## src/rtl/mul_pkg.sv

```systemverilog
// Shared types and constants for the multiplier issue stage.
//   state_e  : dispatch FSM states
//   entry_t  : one buffered operation {a, b, tag}
package mul_pkg;

    // Latency of the iterative 32x32 multiplier this block feeds.
    localparam int MUL_LATENCY = 32;

    // Width of the tag field carried in a FIFO entry. The dispatcher's TAG_W
    // parameter is expected to match this.
    localparam int ENTRY_TAG_W = 4;

    typedef enum logic [1:0] {
        IDLE  = 2'd0,
        ISSUE = 2'd1,
        WAIT  = 2'd2,
        HOLD  = 2'd3
    } state_e;

    typedef struct packed {
        logic [31:0]            a;
        logic [31:0]            b;
        logic [ENTRY_TAG_W-1:0] tag;
    } entry_t;

endpackage

```

## src/rtl/sync_fifo.sv

```systemverilog
// Single-clock FIFO, in-order, no bypass (an entry written this cycle is
// readable from the next cycle on).
//   clk, rst_n   : clock, async active-low reset (empties the FIFO)
//   push, wdata  : write request and data (ignored while full)
//   pop          : read request (ignored while empty)
//   rdata        : current head entry
//   full, empty  : occupancy flags from registered pointers
module sync_fifo #(
    parameter int WIDTH = 8,
    parameter int DEPTH = 4
) (
    input  logic             clk,
    input  logic             rst_n,
    input  logic             push,
    input  logic [WIDTH-1:0] wdata,
    input  logic             pop,
    output logic [WIDTH-1:0] rdata,
    output logic             full,
    output logic             empty
);
    localparam int AW = $clog2(DEPTH);

    logic [WIDTH-1:0] mem_q [DEPTH];
    // Pointers carry one extra MSB so full and empty are distinguishable.
    logic [AW:0] wr_ptr_q, wr_ptr_d;
    logic [AW:0] rd_ptr_q, rd_ptr_d;
    logic        do_push, do_pop;

    assign empty   = (wr_ptr_q == rd_ptr_q);
    assign full    = (wr_ptr_q[AW] != rd_ptr_q[AW]) &&
                     (wr_ptr_q[AW-1:0] == rd_ptr_q[AW-1:0]);
    assign do_push = push && !full;
    assign do_pop  = pop && !empty;
    assign rdata   = mem_q[rd_ptr_q[AW-1:0]];

    always_comb begin
        wr_ptr_d = wr_ptr_q;
        rd_ptr_d = rd_ptr_q;
        if (do_push) wr_ptr_d = wr_ptr_q + {{AW{1'b0}}, 1'b1};
        if (do_pop)  rd_ptr_d = rd_ptr_q + {{AW{1'b0}}, 1'b1};
    end

    always_ff @(posedge clk or negedge rst_n) begin
        if (!rst_n) begin
            wr_ptr_q <= '0;
            rd_ptr_q <= '0;
        end else begin
            wr_ptr_q <= wr_ptr_d;
            rd_ptr_q <= rd_ptr_d;
        end
    end

    always_ff @(posedge clk) begin
        if (do_push) mem_q[wr_ptr_q[AW-1:0]] <= wdata;
    end

endmodule

```

## src/rtl/mul_dispatch.sv

```systemverilog
// Issue stage for the 32x32 iterative multiplier. Buffers operand pairs,
// issues one at a time with a single-cycle start pulse, waits for the
// product or a timeout, and returns the tagged result on a ready/valid port.
//   in_valid/in_ready/in_a/in_b       : operand stream
//   mul_valid_in/mul_a/mul_b          : start pulse and operands to multiplier
//   mul_valid_out/mul_r               : product from multiplier
//   out_valid/out_ready/out_r/out_tag : result stream
//   out_err                           : result timed out (out_r = 0)
//   busy                              : work pending or in flight
//
// state | meaning
// IDLE  | nothing in flight, waiting for a FIFO entry
// ISSUE | start pulse driven, head entry popped
// WAIT  | multiplier running, counting toward the timeout
// HOLD  | result presented, waiting for out_ready
module mul_dispatch
    import mul_pkg::*;
#(
    parameter int DEPTH       = 4,
    parameter int TAG_W       = ENTRY_TAG_W,
    parameter int MUL_TIMEOUT = MUL_LATENCY + 8
) (
    input  logic             clk,
    input  logic             rst_n,
    input  logic             in_valid,
    output logic             in_ready,
    input  logic [31:0]      in_a,
    input  logic [31:0]      in_b,
    output logic             mul_valid_in,
    output logic [31:0]      mul_a,
    output logic [31:0]      mul_b,
    input  logic             mul_valid_out,
    input  logic [63:0]      mul_r,
    output logic             out_valid,
    input  logic             out_ready,
    output logic [63:0]      out_r,
    output logic [TAG_W-1:0] out_tag,
    output logic             out_err,
    output logic             busy
);
    localparam int CW = $clog2(MUL_TIMEOUT + 1);

    state_e           state_q, state_d;
    logic [TAG_W-1:0] tag_cnt_q, tag_cnt_d;
    logic [CW-1:0]    wait_cnt_q, wait_cnt_d;
    logic             mul_valid_in_q, mul_valid_in_d;
    logic [31:0]      mul_a_q, mul_a_d;
    logic [31:0]      mul_b_q, mul_b_d;
    logic             out_valid_q, out_valid_d;
    logic [63:0]      out_r_q, out_r_d;
    logic [TAG_W-1:0] out_tag_q, out_tag_d;
    logic             out_err_q, out_err_d;

    entry_t push_entry, head;
    logic   fifo_push, fifo_pop, fifo_full, fifo_empty;
    logic   res_hit, tmo_hit;

    // Held low during reset so nothing is accepted before the FIFO is clean.
    assign in_ready  = rst_n && !fifo_full;
    assign fifo_push = in_valid && in_ready;
    assign fifo_pop  = (state_q == ISSUE);

    assign push_entry.a   = in_a;
    assign push_entry.b   = in_b;
    assign push_entry.tag = ENTRY_TAG_W'(tag_cnt_q);

    sync_fifo #(
        .WIDTH ($bits(entry_t)),
        .DEPTH (DEPTH)
    ) u_fifo (
        .clk   (clk),
        .rst_n (rst_n),
        .push  (fifo_push),
        .wdata (push_entry),
        .pop   (fifo_pop),
        .rdata (head),
        .full  (fifo_full),
        .empty (fifo_empty)
    );

    // The first WAIT cycle ignores mul_valid_out; a result on the timeout
    // cycle still wins over the error.
    assign res_hit = (state_q == WAIT) && mul_valid_out && (wait_cnt_q != '0);
    assign tmo_hit = (state_q == WAIT) && (wait_cnt_q == CW'(MUL_TIMEOUT - 1));

    always_ff @(posedge clk or negedge rst_n) begin
        if (!rst_n) state_q <= IDLE;
        else        state_q <= state_d;
    end

    always_comb begin
        state_d = state_q;
        unique case (state_q)
            IDLE:    if (!fifo_empty) state_d = ISSUE;
            ISSUE:   state_d = WAIT;
            WAIT:    if (res_hit || tmo_hit) state_d = HOLD;
            HOLD:    if (out_ready) state_d = fifo_empty ? IDLE : ISSUE;
            default: state_d = IDLE;
        endcase
    end

    always_comb begin
        tag_cnt_d      = fifo_push ? tag_cnt_q + TAG_W'(1) : tag_cnt_q;
        wait_cnt_d     = (state_q == WAIT) ? wait_cnt_q + CW'(1) : '0;
        mul_valid_in_d = (state_d == ISSUE);
        mul_a_d        = mul_a_q;
        mul_b_d        = mul_b_q;
        out_tag_d      = out_tag_q;
        out_valid_d    = (state_d == HOLD);
        out_r_d        = out_r_q;
        out_err_d      = out_err_q;
        // Operands are loaded one cycle early so they line up with the pulse.
        if (state_d == ISSUE) begin
            mul_a_d   = head.a;
            mul_b_d   = head.b;
            out_tag_d = TAG_W'(head.tag);
        end
        if (res_hit) begin
            out_r_d   = mul_r;
            out_err_d = 1'b0;
        end else if (tmo_hit) begin
            out_r_d   = '0;
            out_err_d = 1'b1;
        end
    end

    always_ff @(posedge clk or negedge rst_n) begin
        if (!rst_n) begin
            tag_cnt_q      <= '0;
            wait_cnt_q     <= '0;
            mul_valid_in_q <= 1'b0;
            mul_a_q        <= '0;
            mul_b_q        <= '0;
            out_valid_q    <= 1'b0;
            out_r_q        <= '0;
            out_tag_q      <= '0;
            out_err_q      <= 1'b0;
        end else begin
            tag_cnt_q      <= tag_cnt_d;
            wait_cnt_q     <= wait_cnt_d;
            mul_valid_in_q <= mul_valid_in_d;
            mul_a_q        <= mul_a_d;
            mul_b_q        <= mul_b_d;
            out_valid_q    <= out_valid_d;
            out_r_q        <= out_r_d;
            out_tag_q      <= out_tag_d;
            out_err_q      <= out_err_d;
        end
    end

    assign mul_valid_in = mul_valid_in_q;
    assign mul_a        = mul_a_q;
    assign mul_b        = mul_b_q;
    assign out_valid    = out_valid_q;
    assign out_r        = out_r_q;
    assign out_tag      = out_tag_q;
    assign out_err      = out_err_q;
    assign busy         = (state_q != IDLE) || !fifo_empty;

endmodule

```

## config.mk

```make
export PLATFORM = sky130hd
export DESIGN_NAME = mul_dispatch
export DESIGN_NICKNAME = d
export VERILOG_FILES = /design/src/rtl/mul_pkg.sv /design/src/rtl/sync_fifo.sv /design/src/rtl/mul_dispatch.sv
export SDC_FILE = /design/constraint.sdc
export NUM_CORES = 1
export LEC_CHECK = 0
export BUFFER_PORTS_ARGS = -buffer_cell sky130_fd_sc_hd__buf_2
export CAP_MARGIN = 20
export CORE_MARGIN = 5
export CORE_UTILIZATION = 55
export DETAILED_ROUTE_END_ITERATION = 8
export HOLD_SLACK_MARGIN = 0.12
export PLACE_DENSITY = 0.83
export REMOVE_ABC_BUFFERS = 1
export SYNTH_ARGS = -nofsm -noshare
export SYNTH_HDL_FRONTEND = slang
export SYNTH_HIERARCHICAL = 1
export SYNTH_SLANG_ARGS = --single-unit
```

## constraint.sdc

```tcl
create_clock -name clk -period 5.84 [get_ports clk]
set_input_delay 0.292 -clock clk [delete_from_list [all_inputs] [get_ports clk]]
set_output_delay 0.292 -clock clk [all_outputs]
set_load 0.005 [all_outputs]
```

== Word level (Yosys, flattened, before mapping) ==
Memory sizes are Yosys's and may differ from the RTL's. A register that Yosys moved wholly into a read port is not among the register bits.
Index checks and enable logic that the tools add are counted.
Storage, ports and cells
  register bits: 85
  logic and storage cells: 52
  output and inout port bits: 137
  input bits: 133
  memory bits (writable): 272
  memories: 1
Memories
  u_fifo.mem_q: depth 4, width 68, read ports 1, clocked after memory_dff 1, wr ports 1, RTL line sync_fifo.sv:23  | logic [WIDTH-1:0] mem_q [DEPTH];
Operators by class
  multiplexer cells: 12
  equality and inequality tests: 9
  add/sub/neg operators: 4
  reduce and logical (&&, ||, !) cells: 17
Operator list (count)
  $mux 64: 2
  $logic_and 1x1->1: 8
  $pmux 2 s4: 1
  $add 3x1->3 const B: 2
  $add 6x1->6 const B: 1
  $eq 2x2->1 const B: 3
  $eq 6x6->1 const B: 1
  $mux 2: 3
  $mux 6: 1
  $reduce_bool 6->1: 1
  $mux 1: 5
  $add 4x1->4 const B: 1
  $eq 2x1->1 const B: 2
  $reduce_bool 2->1: 2
  $eq 3x3->1: 1
  $logic_not 1->1: 3
  $eq 2x2->1: 1
  $logic_not 2->1: 1
  $logic_or 1x1->1: 2
  $ne 1x1->1: 1

== Logic depth before layout (Yosys ltp) ==
Gate-level depths: netlist of run 1.
  depth in word-level cells: 8
  mapped depth: 9
  mapped depth without buffers: 7

== By module ==
The synthesis of run 1 kept the hierarchy.
By module, submodules not included
  sync_fifo: area an instance 10267.3 µm², cells an instance 404, sequential area each 8318.0 µm², instances 1
  mul_dispatch: area an instance 6202.2 µm², cells an instance 488, sequential area each 3678.5 µm², instances 1

== Least setup slack after synthesis of run 1 ==
Ideal clock, no wire load.
  kind: flip-flop to flip-flop
  start: register u_fifo.rd_ptr_q[0]
  end: memory u_fifo/mem_q[3][0] (netlist bit) (enable)
  period minus slack after synthesis: 4028 ps
  path buffers: 2
  data required time: 5382 ps
  stages on the path, launching flop included: 9
  setup slack: 1812 ps
  library setup time: 458 ps
  arrival: 3570 ps
  cells stage by stage: dfrtp_1 buf_6 xnor2_1 nand3_1 inv_1 and3b_1 clkbuf_1 nand2_1 a31oi_2
On the way
  longest elaborated chain between the ends: 8
Ends and longest elaborated chain
  start, declared: RTL line sync_fifo.sv:26  | logic [AW:0] rd_ptr_q, rd_ptr_d;
  start signal, assigned: RTL line sync_fifo.sv:49  | rd_ptr_q <= rd_ptr_d;
  $eq 2x2->1: RTL line sync_fifo.sv:31  | (wr_ptr_q[AW-1:0] == rd_ptr_q[AW-1:0]);
  $logic_and 1x1->1: RTL line sync_fifo.sv:30  | assign full = (wr_ptr_q[AW] != rd_ptr_q[AW]) &&
  named net fifo_full: RTL line mul_dispatch.sv:55  | logic fifo_push, fifo_pop, fifo_full, fifo_empty;
  $logic_not 1->1: RTL line mul_dispatch.sv:59  | assign in_ready = rst_n && !fifo_full;
  $logic_and 1x1->1: RTL line mul_dispatch.sv:59
  $logic_and 1x1->1: RTL line mul_dispatch.sv:60  | assign fifo_push = in_valid && in_ready;
  named net fifo_push: RTL line mul_dispatch.sv:55
  $logic_and 1x1->1: RTL line sync_fifo.sv:32  | assign do_push = push && !full;
  $mux 1: RTL line sync_fifo.sv:54  | if (do_push) mem_q[wr_ptr_q[AW-1:0]] <= wdata;
  $mux 1 (implied by the code): RTL line sync_fifo.sv:54
  end, declared: RTL line sync_fifo.sv:23
The timed path passes the listed nets, and every way through them passes these cells.

== Worst setup path after layout of run 1 ==
  start: register u_fifo.rd_ptr_q[0]
  end: memory u_fifo/mem_q[3][4] (netlist bit) (enable)
On the way
  longest elaborated chain between the ends: 8
Ends and longest elaborated chain (RTL line)
  $eq 2x2->1 *: sync_fifo.sv:31
  $logic_and 1x1->1 *: sync_fifo.sv:30
  named net fifo_full: mul_dispatch.sv:55
  $logic_not 1->1 *: sync_fifo.sv:32, mul_dispatch.sv:59
  $logic_and 1x1->1: mul_dispatch.sv:59
  $logic_and 1x1->1: mul_dispatch.sv:60
  $logic_and 1x1->1 *: sync_fifo.sv:32
  $mux 1 *: sync_fifo.sv:54
  $mux 1 (implied by the code) *: sync_fifo.sv:54
The timed path passes the listed nets; every way through them passes the cells marked *.

==> results.ini, run 1 <==
[min_path]
min_to = out_valid$_DFF_PN0_
hold_depth = 3
min_from = mul_valid_out
hp-class = input pin to register

[logic_synthesis]
ys_ff_latch = 425
synth_cell_type_count = 42
synth_enable_flop_cells = 272
ys.flop_type = edfxtp_1
async_flop_share = 0.360
syn-instance-count = 892
syn_area_sq_um = 16500
avgSynthCellArea_sq_um = 18.5
yosysSeqAreaShare = 0.728
synth_warnings = 6

[timing]
post-route-min-period_ns = 3.51
rsz0062_at_grt = no
finClkSkew_ns = 0.0223
setup_tns_ns = 0
setup_viol = 0
slew-limit-headroom = 0.268
hold_viol = 0
fmax_mhz = 285
post-route-worst-setup-slack_ns = 2.33
worstMarginPinSlew_ns = 1.10
period_share = 0.602
slew_viol_final = 0

[placement]
dp_slack_ns = 2.29
hpwlAfterDp_um = 21600
place_congestion = 0.821
io_buffers = 269
placed_area_sq_um = 18100

[floorplanning]
rows = 63
io_pins = 270
die_h_um = 183
fp.dieArea_sq_um = 33500
initial_utilization = 0.556
core_region_area_sq_um = 29600
fp.dieW_um = 183

[grt]
antenna_found_initial = 0
grt_pass1_wl_um = 59200
grt_pass1_vias = 10200
grt_use_met1 = 0.288
grtUsageMet3 = 0.0490
grt_most_used_layer = met2
grt_use_met2 = 0.397
overflow = 0
grt_use_total = 0.228
grt_max_degree = 74

[layout]
fin_nets = 1440
syn_to_final_growth_pct = 26.7
layout_common_cells = 272 x edfxtp_1, 268 x buf_2, 151 x dfrtp_1
fill_cells = 1792
final_cell_area_sq_um = 20900
drive_gt1_frac = 0.366
layout_commonest_cell = edfxtp_1
antennaDiodeCount = 0

[pwr]
power_leakage_nw = 8.51
p_sw_mw = 2.92
p_per_area_nw_per_um2 = 483
clkPwrFrac = 0.273
p_int_mw = 7.17
p_seq_frac = 0.444
swShare = 0.289
combPwrFrac = 0.283
ir_worst_vdd_mv = 0.345

[detailed_routing]
via_count = 9517
drt_iter0_drc = 636
wl_per_cell_um = 22.1
viasPerCell = 5.52
antenna_left = 0
finalWirelength_um = 38000
drc = 0
drt_pass1_iterations = 4

[clock_network]
cts_sinks = 425
post_cts_buffers = 0
cts_tree = done
cts_root_buf = clkbuf_16
clk_pin_slew_worst_paths_ns = 0.06
clockBufferDepth = 3
clkLatencyLatePin_ns = 0.54
cts_made_buffers = 43
h-tree-depth = 2

[setup_path]
r2r-start = u_fifo/rd_ptr_q[0]$_DFFE_PN0P_
path_max_fanout = 69
reg2reg_slack_ns = 2.33
worstSetupEndpointType = register
reg2regPathDepth = 7
path_class = register to register
required_ns = 5.98
worstReg2RegEnd = u_fifo/mem_q[3][4]$_DFFE_PP_
start_kind = register
cp.arrival_ns = 3.66

[job]
cap_violations = 0

[run_status]
status = finished, final reports clean

## synthesized netlist by cell type (2+ instances only)
| cell | n | area share |
|---|---|---|
| buf_4 | 3 | 0.0014 |
| buf_6 | 3 | 0.0021 |
| clkbuf_1 | 21 | 0.0048 |
| o31ai_1 | 5 | 0.0023 |
| mux2i_1 | 64 | 0.039 |
| xnor2_1 | 8 | 0.0043 |
| a21boi_0 | 2 | 0.00091 |
| xor2_1 | 5 | 0.0027 |
| and3_1 | 3 | 0.0011 |
| mux2_2 | 68 | 0.046 |
| nor2b_1 | 3 | 0.0011 |
| ha_1 | 8 | 0.0061 |
| nor2_1 | 5 | 0.0011 |
| nand3_1 | 4 | 0.0012 |
| nand2_1 | 10 | 0.0023 |
| dfrtp_1 | 153 | 0.23 |
| a21oi_1 | 6 | 0.0018 |
| edfxtp_1 | 272 | 0.50 |
| a211oi_1 | 2 | 0.00091 |
| nor3_1 | 2 | 0.00061 |
| xor2_2 | 2 | 0.0020 |
| nand2b_1 | 2 | 0.00076 |
| buf_2 | 13 | 0.0040 |
| o21ai_0 | 66 | 0.020 |
| mux4_2 | 68 | 0.093 |
| buf_12 | 6 | 0.0073 |
| inv_1 | 72 | 0.016 |
| and2_1 | 2 | 0.00076 |
## power groups by stage
| stage | registers, mW | logic, mW | clock network [mW] |
|---|---|---|---|
| 6_report | 4.48 | 2.86 | 2.76 |
| 5_1_grt | 4.57 | 3.11 | 2.96 |
| 4_1_cts | 4.46 | 2.86 | 2.80 |
| 3_5_place_dp | 4.50 | 2.76 | 0 |
| 3_3_place_gp | 4.46 | 2.67 | 0 |
| 2_1_floorplan | 4.55 | 1.64 | 0 |
## worst max path at each step
stage                                    from                            end  slack (ns)  depth (start not counted)
2_1_floorplan  u_fifo/rd_ptr_q[0]$_DFFE_PN0P_   u_fifo/mem_q[3][0]$_DFFE_PP_       -0.87                          6
3_3_place_gp   u_fifo/rd_ptr_q[0]$_DFFE_PN0P_  u_fifo/mem_q[3][16]$_DFFE_PP_        2.34                          7
3_5_place_dp   u_fifo/rd_ptr_q[0]$_DFFE_PN0P_  u_fifo/mem_q[3][16]$_DFFE_PP_        2.29                          7
4_1_cts        u_fifo/rd_ptr_q[0]$_DFFE_PN0P_  u_fifo/mem_q[3][19]$_DFFE_PP_        2.26                          7
5_1_grt        u_fifo/rd_ptr_q[0]$_DFFE_PN0P_  u_fifo/mem_q[3][16]$_DFFE_PP_        2.05                          7
6_report       u_fifo/rd_ptr_q[0]$_DFFE_PN0P_   u_fifo/mem_q[3][4]$_DFFE_PP_        2.33                          7
## metal layers
layer | up-vias | wire length, um
met5 | - | 0
met4 | 0 | 1160
met3 | 72 | 3290
met2 | 465 | 19600
met1 | 4799 | 13900
li1 | 4181 | -
## layout make-up
cell class,instances,area (sq um),share of cell area
clock inverters,21,215,0.0103
multi-input cells,349,3920,0.188
clock buffers,59,1240,0.0593
repair buffers,408,2730,0.131
flip-flops and latches,425,12000,0.575
well taps,390,488,0.0234
inverters,72,270,0.0129
## sequential cells by signal (all words and copies together), names as in the netlist
register and count:
out_valid 1, out_err 1, mul_a 32, mul_valid_in 1, out_r 64, u_fifo/wr_ptr_q 3, tag_cnt_q 4, u_fifo/mem_q 272
out_tag 4, u_fifo/rd_ptr_q 3, mul_b 32, wait_cnt_q 6, state_q 2
## worst max-delay path: stages, from the launching register on
cell,delay (ns)
dfrtp_4,0.86
xnor2_1,0.33
nand3_1,0.25
inv_1,0.07
and3b_1,0.46
nand2_1,0.16
a31oi_4,0.15
buf_4,0.82
## through the flow
stage | hold WS [ns] | power (mW) | utilization | std cells
2_1_floorplan | -0.00359 | 6.20 | - | 846
3_3_place_gp | 0.221 | 7.13 | 0.611 | 1514
3_5_place_dp | 0.227 | 7.26 | 0.611 | 1514
4_1_cts | 0.151 | 10.1 | 0.704 | 1724
5_1_grt | 0.164 | 10.6 | 0.704 | 1724
6_report | 0.175 | 10.1 | 0.704 | 1724
## cells by family (layout without fill, tap and decap cells)
kind of cell    after synthesis  after routing  share of synthesized area
compound gates               86             86                     0.0289
fa+ha+maj                     8              8                    0.00608
mux                         201            201                      0.179
flops                       425            425                      0.728
simple gates                 39             39                     0.0128
buf+inv                     118            560                     0.0359
xor+xnor                     15             15                    0.00889
## timing repair
action / CTS / global route
hold buffers: 130 / 0
endpoints found under the hold margin: 357 / 0
resized for setup: 0 / 0
(Power assumes the default switching activity.)
==> inputs of run 2 (changes only) <==
Clock period 5.84 ns to 3.4 ns, I/O delays scaled along.
==> run 2 against run 1 <==
Net effect:
- die area did not move
- clock power rose by 64%
- via count rose by 1.1%
- critical endpoint is now u_fifo/mem_q[2][0]$_DFFE_PP_
- cell count rose by 0.81%
- fmax rose by 31%
- highest routed layer unchanged
- register-to-register slack got worse by 1.6 ns
- power rose by 70%
- largest power group unchanged
- worst hold slack improved by 0.058 ns
==> results.ini, run 2 (same netlist as run 1, synthesis figures left out) <==
[grt]
overflow = 0
grt_max_degree = 155
antenna_found_initial = 0
grt_use_total = 0.227
grt_pass1_vias = 10400
grt_pass1_wl_um = 59300

[placement]
hpwlAfterDp_um = 22000
io_buffers = 269
place_congestion = 0.845
place_inst = 1527

[detailed_routing]
finalWirelength_um = 37900
via_count = 9624
viasPerCell = 5.54
drt_iter0_drc = 669
drc = 0
antenna_left = 0
wl_per_cell_um = 21.8
drt_pass1_iterations = 5

[timing]
post-route-min-period_ns = 2.69
setup_viol = 0
hold_viol = 0
setup_tns_ns = 0
worstMarginPinSlew_ns = 1.04
fmax_mhz = 372
period_share = 0.790
slew-limit-headroom = 0.306
rsz0062_at_grt = no
slew_viol_final = 0
finClkSkew_ns = 0.0242

[layout]
layout_common_cells = 272 x edfxtp_1, 268 x buf_2, 151 x dfrtp_1
fin_nets = 1455
layout_commonest_cell = edfxtp_1
syn_to_final_growth_pct = 27.3
drive_gt1_frac = 0.373
final_util = 0.708
antennaDiodeCount = 0
largest_reg_flops = 272
stdcell_count = 1738

[pwr]
power_leakage_nw = 8.56
p_per_area_nw_per_um2 = 820
ir_worst_vdd_mv = 0.607
power_mw = 17.2

[floorplanning]
fp.dieArea_sq_um = 33500
io_pins = 270
core_region_area_sq_um = 29600
initial_utilization = 0.556
fp.dieW_um = 183
rows = 63
die_h_um = 183

[run_status]
status = finished, final reports clean

[setup_path]
path_class = register to register
required_ns = 3.62
start_kind = register
path_max_fanout = 29
cp.arrival_ns = 2.91
reg2regPathDepth = 7
worstSetupEndpointType = register

[clock_network]
cts_tree = done
h-tree-depth = 2
cts_sinks = 425
cts_made_buffers = 43
cts_root_buf = clkbuf_16
clockBufferDepth = 3
post_cts_buffers = 0
clk_pin_slew_worst_paths_ns = 0.06
clkLatencyLatePin_ns = 0.54

[job]
cap_violations = 0

[min_path]
hp-class = input pin to register
hold_depth = 3

==> run 2: cell types whose count changed in the layout (fill, tap and decap cells not counted), sizes merged <==
cell         before  now
bufinv            4    2
dlygate4sd3     130  132
buf             278  291
clkbuf           59   57
clkinvlp          1    4
==> run 2: cell type report <==
| class | count | area [sq um] |
|---|---|---|
| Clock buffer | 57 | 1180 |
| Clock inverter | 22 | 195 |
| Fill cell | 1807 | 8660 |
| Inverter | 72 | 270 |
| Multi-Input combinational cell | 349 | 3920 |
| Sequential cell | 425 | 12000 |
| Tap cell | 390 | 488 |
| Timing Repair Buffer | 423 | 2910 |
==> run 2: through the flow <==
stage	worst slack [ns]	cell area (sq um)	hold WS, ns
finish	0.714	21000	0.233
global route	0.600	21000	0.251
CTS	0.682	21000	0.212
detailed placement	0.732	18300	0.387
global placement	0.735	18300	0.382
floorplan	-3.31	16100	-0.126
==> run 2: layer usage <==
layer,GRT usage,wire length [um]
met1,0.293,14700
met2,0.397,19400
met3,0.0516,3050
met4,0.0518,821
met5,0,0
==> run 2: worst max-delay path: stages, from the launching register on <==
cell     delay (ns)
dfrtp_4        0.50
xnor2_1        0.13
buf_4          0.16
nand3_1        0.16
inv_1          0.07
and3b_1        0.44
and3_4         0.62
buf_12         0.25
==> run 2: path summary, 6_finish.rpt <==
| path | from | to | slack (ns) |
|---|---|---|---|
| worst min register to register | wait_cnt_q[0]$_DFF_PN0_ | wait_cnt_q[0]$_DFF_PN0_ | 0.49 |
| worst min-delay path | in_valid | tag_cnt_q[0]$_DFFE_PN0P_ | 0.23 |
| worst max register to register | u_fifo/rd_ptr_q[0]$_DFFE_PN0P_ | u_fifo/mem_q[2][0]$_DFFE_PP_ | 0.71 |
| min in group asynchronous | rst_n | mul_b[15]$_DFFE_PN0N_ | 0.42 |
| worst max-delay path | u_fifo/rd_ptr_q[0]$_DFFE_PN0P_ | u_fifo/mem_q[2][0]$_DFFE_PP_ | 0.71 |
| max in group asynchronous | rst_n | wait_cnt_q[5]$_DFF_PN0_ | 2.27 |
==> run 2: timing repair <==
action                                 in CTS  in global routing
resized for setup                           0                  0
endpoints found under the hold margin     476                  0
hold buffers                              132                  0
==> run 2: report_power, final <==
part           leakage, nW  internal [mW]  switching (mW)
combinational         3.67           2.62            2.45
sequential            4.23           6.88           0.703
clock                0.666           2.62            1.92
==> inputs of run 3 (changes only) <==
Settings changed: ABC_AREA set to 1.
Clock period 3.4 ns to 2.78 ns, I/O delays scaled along.
==> run 3 against run 2 <==
Net effect:
- synthesized area is 0.55% lower
- power is 27% higher
- cell area is 0.99% lower
- first-iteration DRC count is 43% higher
- routed wire length is 15% higher
- cell count is 26% higher
- critical endpoint is now mul_b[31]$_DFFE_PN0N_
- highest routed layer is now met5
==> results.ini, run 3 <==
[floorplanning]
initial_utilization = 0.554
rows = 63
core_region_area_sq_um = 29600
fp.dieW_um = 183
fp.dieArea_sq_um = 33300
io_pins = 270
die_h_um = 183

[setup_path]
cp.arrival_ns = 3.09
cpPeakStageDelay_ns = 0.79
reg2reg_slack_ns = 0.15
crit_family = buffers and inverters
path_class = register to register
worstSetupEndpointType = register
reg2regPathDepth = 7
required_ns = 3.24
start_kind = register
cpMostUsedCell = buf_4
r2r-start = u_fifo/rd_ptr_q[0]$_DFFE_PN0P_
cp_num_buf_inv = 3
path_max_fanout = 88
worstReg2RegEnd = mul_b[31]$_DFFE_PN0N_
crit_chain = inv_4 > buf_4 > buf_4 > o21ai_0 > o22ai_1 > nand3_1 > nand2_1
cp_slowest_cell = buf_4

[timing]
slew_viol_final = 0
finClkSkew_ns = 0.0144
rsz0062_at_grt = no
whs_ns = 0.269
period_share = 0.944
post-route-min-period_ns = 2.63
hold_viol = 0
slew-limit-headroom = 0.314
setup_viol = 0
worstMarginPinSlew_ns = 1.03
fmax_mhz = 381

[layout]
drive_gt1_frac = 0.210
final_util = 0.703
fin_nets = 1899
layout_common_cells = 301 x nand2_1, 272 x edfxtp_1, 268 x buf_2
largest_reg_flops = 272
layout_commonest_cell = nand2_1
syn_to_final_growth_pct = 26.8
fill_cells = 1899

[grt]
overflow = 0
grt_pass1_wl_um = 68900
grt_max_degree = 154
grt_use_total = 0.259
antenna_found_initial = 2
grt_pass1_vias = 12700

[clock_network]
clkLatencyLatePin_ns = 0.53
clockBufferDepth = 3
cts_made_buffers = 42
h-tree-depth = 2
cts_tree = done
cts_sinks = 425
cts_root_buf = clkbuf_16
clk_pin_slew_worst_paths_ns = 0.06

[logic_synthesis]
synthTopCellsByArea = edfxtp_1 50%, dfrtp_1 23%, nand2_1 6.9%
yosys.area.top_type = edfxtp_1
async_flop_share = 0.360
synthMostInstantiatedCell = nand2_1
synth_top_area_share = 0.499
synth_enable_flop_cells = 272
yosysSeqAreaShare = 0.732
ys.flop_type = edfxtp_1
syn_area_sq_um = 16400
avgSynthCellArea_sq_um = 11.9
ys_ff_latch = 425
syn-instance-count = 1375
synth.top_cells.by_count = 303 x nand2_1, 272 x edfxtp_1, 153 x dfrtp_1, 153 x nor2_1, 142 x nand3_1
synth_warnings = 6
synth_cell_type_count = 27

[min_path]
hp-class = input pin to asynchronous set/reset pin

[detailed_routing]
viasPerCell = 5.62
via_count = 12300
wl_per_cell_um = 20.0
finalWirelength_um = 43700
drt_pass1_iterations = 5
antenna_left = 0
drc = 0
drt_iter0_drc = 957

[job]
cap_violations = 0

[run_status]
status = finished, final reports clean

[pwr]
power_mw = 21.9
power_leakage_nw = 8.92
p_per_area_nw_per_um2 = 1050
ir_worst_vdd_mv = 0.701

[placement]
place_congestion = 0.886
io_buffers = 269
hpwlAfterDp_um = 24600

==> run 3: cell types whose count changed in the layout (fill, tap and decap cells not counted), sizes merged, moves of 12 or more <==
cell,previous run,this run
nor2,5,153
o22ai,0,68
nand2,10,306
mux2,69,0
mux4,68,0
o21ai,66,139
clkbuf,57,69
inv,74,31
nand3,4,144
mux2i,64,0
==> run 3: cell type report <==
type	instances	area, sq um	share of cell area
Inverter	30	118	0.00566
Tap cell	390	488	0.0235
Clock inverter	8	72.6	0.00349
Multi-Input combinational cell	833	3830	0.184
Timing Repair Buffer	426	2960	0.142
Sequential cell	425	12000	0.578
Antenna cell	1	2.50	0.000121
Clock buffer	69	1290	0.0623
==> run 3: worst min-delay path, delay by kind of cell <==
kind	cells	cell delay (ns)
buf+inv	3	1.18
==> run 3: worst max-delay path by stage <==
stage | start | endpoint | slack, ns | cells after the start
global route | u_fifo/wr_ptr_q[0]$_DFFE_PN0P_ | u_fifo/mem_q[3][60]$_DFFE_PP_ | 0.03 | 13
detailed placement | u_fifo/wr_ptr_q[0]$_DFFE_PN0P_ | u_fifo/mem_q[3][44]$_DFFE_PP_ | 0.23 | 13
finish | u_fifo/rd_ptr_q[0]$_DFFE_PN0P_ | mul_b[31]$_DFFE_PN0N_ | 0.15 | 7
CTS | u_fifo/wr_ptr_q[0]$_DFFE_PN0P_ | u_fifo/mem_q[3][37]$_DFFE_PP_ | 0.20 | 13
global placement | u_fifo/wr_ptr_q[0]$_DFFE_PN0P_ | u_fifo/mem_q[3][44]$_DFFE_PP_ | 0.34 | 13
floorplan | u_fifo/rd_ptr_q[0]$_DFFE_PN0P_ | u_fifo/mem_q[0][0]$_DFFE_PP_ | -5.06 | 10
==> run 3: power breakdown <==
part,switching [mW],internal [mW]
clock network,2.26,3.27
logic,4.79,2.44
registers,0.809,8.32
==> run 3: what timing repair did <==
item                       4_1_cts  5_1_grt
hold endpoints to repair       476        0
gates resized for setup          0        1
hold buffers                   131        0
setup endpoints to repair        0       12
buffers inserted                 0        0
==> run 3: through the flow <==
stage,TNS [ns],worst slack (ns),instance area [sq um],cells
finish,0,0.154,20800,2182
global route,0,0.0322,20800,2182
CTS,0,0.202,20800,2181
detailed placement,0,0.231,18100,1973
global placement,0,0.341,18100,1973
floorplan,-1541.38,-5.06,15900,1288
==> run 3: cell families after synthesis <==
group | synth area share
AO/OA/AOI/OAI | 0.0694
XOR/XNOR | 0.00267
adder cells (fa/ha/maj) | 0.00611
buffers and inverters | 0.0361
flip-flops | 0.732
AND/OR/NAND/NOR | 0.153
==> run 3: per-layer routing <==
layer / vias up / routed length [um] / track usage
met4: 2 / 1060 / 0.0760
li1: 5556 / - / -
met5: - / 13 / 0
met1: 5895 / 16600 / 0.333
met3: 83 / 4370 / 0.0568
met2: 726 / 21700 / 0.445
